[src/rtl/hart_sched.sv]
// Barrel-thread issue scheduler: round-robin picks one runnable hart per cycle and
// tracks each issued instruction down a fixed-depth pipeline as one-hot hart selects.
module hart_sched #(
  parameter int unsigned NUM_HART  = 4,
  parameter int unsigned NUM_STAGE = 4
) (
  input  logic                          clk,
  input  logic                          rst,
  input  logic [NUM_HART-1:0]           hart_en,
  input  logic [NUM_HART-1:0]           hart_stall,
  input  logic                          flush_en,
  input  logic [NUM_HART-1:0]           flush_hart_sel,
  output logic [NUM_STAGE-1:0]          stage_valid,
  output logic [NUM_STAGE*NUM_HART-1:0] stage_hart_sel,
  output logic [NUM_HART-1:0]           hart_busy,
  output logic [31:0]                   issue_count
);

  localparam int unsigned PtrW = (NUM_HART > 1) ? $clog2(NUM_HART) : 1;

  logic [NUM_STAGE-1:0] valid_q;
  logic [NUM_HART-1:0]  sel_q [NUM_STAGE];
  logic [PtrW-1:0]      ptr_q;
  logic [31:0]          count_q;

  logic [NUM_HART-1:0]  blocked;
  logic [NUM_HART-1:0]  flush_mask;
  logic [NUM_HART-1:0]  eligible;
  logic [NUM_STAGE-2:0] keep;
  logic                 grant_vld;
  logic [PtrW-1:0]      grant_idx;
  logic [NUM_HART-1:0]  grant_oh;

  // The last stage is excluded so a lone hart can re-issue every NUM_STAGE cycles.
  always_comb begin
    blocked    = '0;
    flush_mask = flush_en ? flush_hart_sel : '0;
    for (int unsigned k = 0; k < NUM_STAGE - 1; k++) begin
      if (valid_q[k]) blocked = blocked | sel_q[k];
      keep[k] = valid_q[k] & ~(|(sel_q[k] & flush_mask));
    end
    eligible = hart_en & ~hart_stall & ~blocked & ~flush_mask;
  end

  always_comb begin : arb
    int unsigned idx;
    grant_vld = 1'b0;
    grant_idx = ptr_q;
    grant_oh  = '0;
    idx       = 0;
    for (int unsigned j = 1; j <= NUM_HART; j++) begin
      idx = (32'(ptr_q) + j) % NUM_HART;
      if (!grant_vld && eligible[PtrW'(idx)]) begin
        grant_vld = 1'b1;
        grant_idx = PtrW'(idx);
      end
    end
    if (grant_vld) grant_oh[grant_idx] = 1'b1;
  end

  always_ff @(posedge clk or posedge rst) begin
    if (rst) begin
      valid_q <= '0;
      for (int unsigned k = 0; k < NUM_STAGE; k++) sel_q[k] <= '0;
      ptr_q   <= PtrW'(NUM_HART - 1);
      count_q <= '0;
    end else begin
      valid_q[0] <= grant_vld;
      sel_q[0]   <= grant_oh;
      for (int unsigned k = 1; k < NUM_STAGE; k++) begin
        valid_q[k] <= keep[k-1];
        sel_q[k]   <= keep[k-1] ? sel_q[k-1] : '0;
      end
      if (grant_vld) begin
        ptr_q   <= grant_idx;
        count_q <= count_q + 32'd1;
      end
    end
  end

  always_comb begin
    hart_busy = '0;
    for (int unsigned k = 0; k < NUM_STAGE; k++) begin
      stage_hart_sel[k*NUM_HART +: NUM_HART] = sel_q[k];
      if (valid_q[k]) hart_busy = hart_busy | sel_q[k];
    end
  end

  assign stage_valid = valid_q;
  assign issue_count = count_q;

endmodule

[config.mk]
export PLATFORM = sky130hd
export DESIGN_NAME = hart_sched
export DESIGN_NICKNAME = d
export VERILOG_FILES = /design/src/rtl/hart_sched.sv
export SDC_FILE = /design/constraint.sdc
export NUM_CORES = 1
export LEC_CHECK = 0
export ABC_CLOCK_PERIOD_IN_PS = 2150
export CORE_UTILIZATION = 41
export DETAILED_ROUTE_END_ITERATION = 8
export GPL_TIMING_DRIVEN = 1
export PLACE_DENSITY = 0.77
export SLEW_MARGIN = 40
export SYNTH_ARGS = -nofsm -noshare
export SYNTH_HDL_FRONTEND = slang
export SYNTH_SLANG_ARGS = --single-unit
[constraint.sdc]
create_clock -name clk -period 2.15 [get_ports clk]
set_clock_uncertainty 0.15 [all_clocks]
set_input_delay 0.215 -clock clk [delete_from_list [all_inputs] [get_ports clk]]
set_output_delay 0.215 -clock clk [all_outputs]
set_load 0.05 [all_outputs]
==> results of run 1 <==
-- cell families (layout without fill, tap and decap cells) --
| kind of cell | Yosys count | after routing | synth area share [%] |
|---|---|---|---|
| mux | 1 | 1 | 0.4677 |
| buf+inv | 11 | 121 | 2.079 |
| compound gates | 21 | 21 | 7.744 |
| fa+ha+maj | 1 | 1 | 0.5197 |
| xor+xnor | 31 | 31 | 11.28 |
| flops | 54 | 54 | 56.24 |
| simple gates | 92 | 92 | 21.67 |
-- per-layer routing --
metal / up-vias / wire length [um] / track usage [%]
li1: 973 / - / -
met1: 1002 / 2696 / 26.38
met2: 77 / 2829 / 35.39
met3: 17 / 432 / 4.535
met4: 0 / 154 / 7.593
met5: - / 0 / 0
-- cell type report --
class                   count  area, um2
well taps                  72      90.09
inverters                   7      26.28
clock buffers               5      68.82
flip-flops and latches     54       1371
fillers                   431       1852
repair buffers            106      988.4
clock inverters             3      48.80
multi-input cells         146       1129
-- how the worst max path moves through the flow --
stage / slack (ps) / cells after the start / endpoint
after floorplan: -160 / 6 / issue_count[19]
after global placement: -140 / 6 / issue_count[25]
after detailed placement: -240 / 6 / issue_count[25]
after CTS: -20 / 8 / issue_count[25]
after global routing: -160 / 8 / issue_count[25]
final: -80 / 7 / issue_count[11]
-- placed cells by master (no fill, tap or decap), types with 3 or more instances in the layout --
| cell type | count |
|---|---|
| nand3_2 | 8 |
| nand2_1 | 23 |
| and2_1 | 14 |
| clkdlybuf4s50_1 | 66 |
| inv_1 | 5 |
| nand4_1 | 13 |
| clkbuf_8 | 5 |
| dfrtp_2 | 14 |
| a22oi_1 | 7 |
| buf_4 | 35 |
| and3_1 | 11 |
| and4_1 | 3 |
| buf_6 | 4 |
| dfrtp_1 | 38 |
| a21boi_0 | 3 |
| xnor2_1 | 28 |
| a222oi_1 | 4 |
| nand3_1 | 4 |
-- power by group --
part / total (mW) / internal, mW / switching (mW)
Clock: 0.698 / 0.355 / 0.343
Sequential: 1.42 / 1.22 / 0.197
Combinational: 1.96 / 0.764 / 1.19
-- state kept, by name (all words and copies together), names as in the netlist --
name	flops
stage_valid	4
issue_count	32
stage_hart_sel	16
ptr_q	2
-- per-stage QoR --
step                      instance area, um2  setup WS [ps]  total power [mW]  util, %  TNS (ps)
after detailed placement                3451         -237.6             3.274    61.91     -5659
after global routing                    3722         -159.2             4.285    66.78     -2647
after global placement                  3451         -142.8             3.232    61.91     -2706
after CTS                               3646         -23.10             4.055    65.41    -69.14
after floorplan                         2457         -155.7             2.519        -     -2263
final                                   3722         -78.53             4.074    66.78    -467.7
-- repair_timing --
action | in CTS | in global routing
setup buffers | 5 | 1
pin swaps | 8 | 14
endpoints found under the setup margin | 37 | 29
resized for setup | 8 | 14
endpoints found under the hold margin | 0 | 0
hold buffers | 0 | 0
==> results.py, run 1 <==
metrics = {
    "critical_path": {
        "critical_path.cell_chain": "a222oi_1 > nand4b_1 > buf_4 > a41oi_4 > buf_6 > nand4_1 > xnor2_1",
        "crit_path_max_incr_delay_ps": 470,
        "crit_arrival_ps": 2280,
        "critPathBufInv": 2,
        "ff2ff_path_depth": 7,
        "cp-end-kind": "flop",
        "rrSetupSlack_ps": -80,
        "path_class": "reg2reg",
        "startpoint": "stage_valid[0]",
        "reg2reg_from": "stage_valid[0]",
        "slowest_stage": "a222oi_1",
        "crit_required_ps": 2210,
        "path_max_fanout": 5,
        "path_delay_family": "compound AO/OA/AOI/OAI gates",
        "start_kind": "flop",
        "r2r-end": "issue_count[11]",
    },
    "worst_hold_path": {
        "hp-class": "in2async",
    },
    "power_and_ir_drop": {
        "cellLeakagePower_nw": 1.592,
        "powerDensity_nw_per_um2": 1095,
        "irDropWorstVdd_v": 0.0006431,
    },
    "yosys": {
        "ys_warn_count": 0,
        "yosys.area.top_type": "dfrtp_1",
        "synth_top_area_share_pct": 54.05,
        "synth_flop_cell": "dfrtp_1",
        "syn_area_um2": 2407,
        "yosys-top-cells-count": "dfrtp_1 (52), xnor2_1 (30), nand2_1 (24)",
        "syn-num-nets": 227,
        "synth.most_common_cell": "dfrtp_1",
        "ys_seq_area_share_pct": 56.24,
        "synth_cells": 211,
        "ys_ff_latch": 54,
        "synth_edf_count": 0,
        "postSynth.asyncResetShare_pct": 100.0,
        "syn_avg_cell_area_um2": 11.41,
        "ys_types": 33,
        "ys_top_cells_by_area": "dfrtp_1 (54%), xnor2_1 (11%), nand2_1 (3.7%)",
    },
    "floorplanning": {
        "rows": 27,
        "core_area_um2": 5574,
        "dieArea_um2": 6182,
        "io-pin-count": 71,
        "start_util_pct": 43.19,
        "die-width_um": 78.63,
        "die_h_um": 78.63,
    },
    "routing": {
        "ant_nets": 0,
        "totalWireLength_um": 6112,
        "first_pass_iters": 4,
        "drc": 0,
        "vias": 2069,
        "wl_per_cell_um": 15.55,
        "detailedRoute.firstIterationViolations": 119,
        "via_per_inst": 5.265,
    },
    "layout": {
        "nets": 336,
        "drive_gt1_share_pct": 26.79,
        "final_cell_count_no_fill": 393,
        "syn_to_final_growth_pct": 54.63,
        "n_antenna_cell": 0,
    },
    "timing": {
        "relSlewSlack_pct": 64.76,
        "post-route-worst-setup-slack_ps": -78.53,
        "rsz0062_at_grt": "yes",
        "fin_crit_sh_pct": 103.7,
        "fin_hold_ws_ps": 58.06,
        "maxSlewViolCount": 0,
        "worst_slew_pin_slew_ps": 527.0,
        "fmax_mhz": 448.7,
        "hold_violations": 0,
        "setup_viol": 11,
        "min_period_ps": 2229,
    },
    "clocking": {
        "cts_buffers": 5,
        "htreeDepth": 2,
        "root_buffer": "clkbuf_8",
        "clockBufferDepth": 2,
        "clock_latency_ps": 310,
        "cts_sinks": 54,
        "clkTransAtPathRegs_ps": 100,
        "cts_tree": "yes",
    },
    "global_routing": {
        "grt_pass1_vias": 2059,
        "grt_pass1_wl_um": 9984,
        "overflow": 0,
        "grt_max_degree": 22,
        "antenna_found_initial": 0,
        "grtUsageTotal_pct": 20.99,
    },
    "status": {
        "failed_checks": "negative setup slack",
        "outcome": "finished with violations",
    },
    "place": {
        "port_buffers": 70,
        "hpwl_um": 4526,
        "dpl.cell_count": 379,
        "place_congestion": 0.8341,
    },
    "job": {
        "cap_violations": 0,
    },
}
Power figures use the tool's default switching activity.
==> run 2: changes to the inputs <==
--- a/config.mk
+++ b/config.mk
@@ -5,12 +5,12 @@
 export SDC_FILE = /design/constraint.sdc
 export NUM_CORES = 1
 export LEC_CHECK = 0
-export ABC_CLOCK_PERIOD_IN_PS = 2150
 export CORE_UTILIZATION = 41
+export CTS_CLUSTER_SIZE = 12
 export DETAILED_ROUTE_END_ITERATION = 8
 export GPL_TIMING_DRIVEN = 1
 export PLACE_DENSITY = 0.77
-export SLEW_MARGIN = 40
+export SLEW_MARGIN = 15
 export SYNTH_ARGS = -nofsm -noshare
 export SYNTH_HDL_FRONTEND = slang
 export SYNTH_SLANG_ARGS = --single-unit
==> results of run 2 <==
The final DEF is identical to that of run 1; final timing and power are the same.
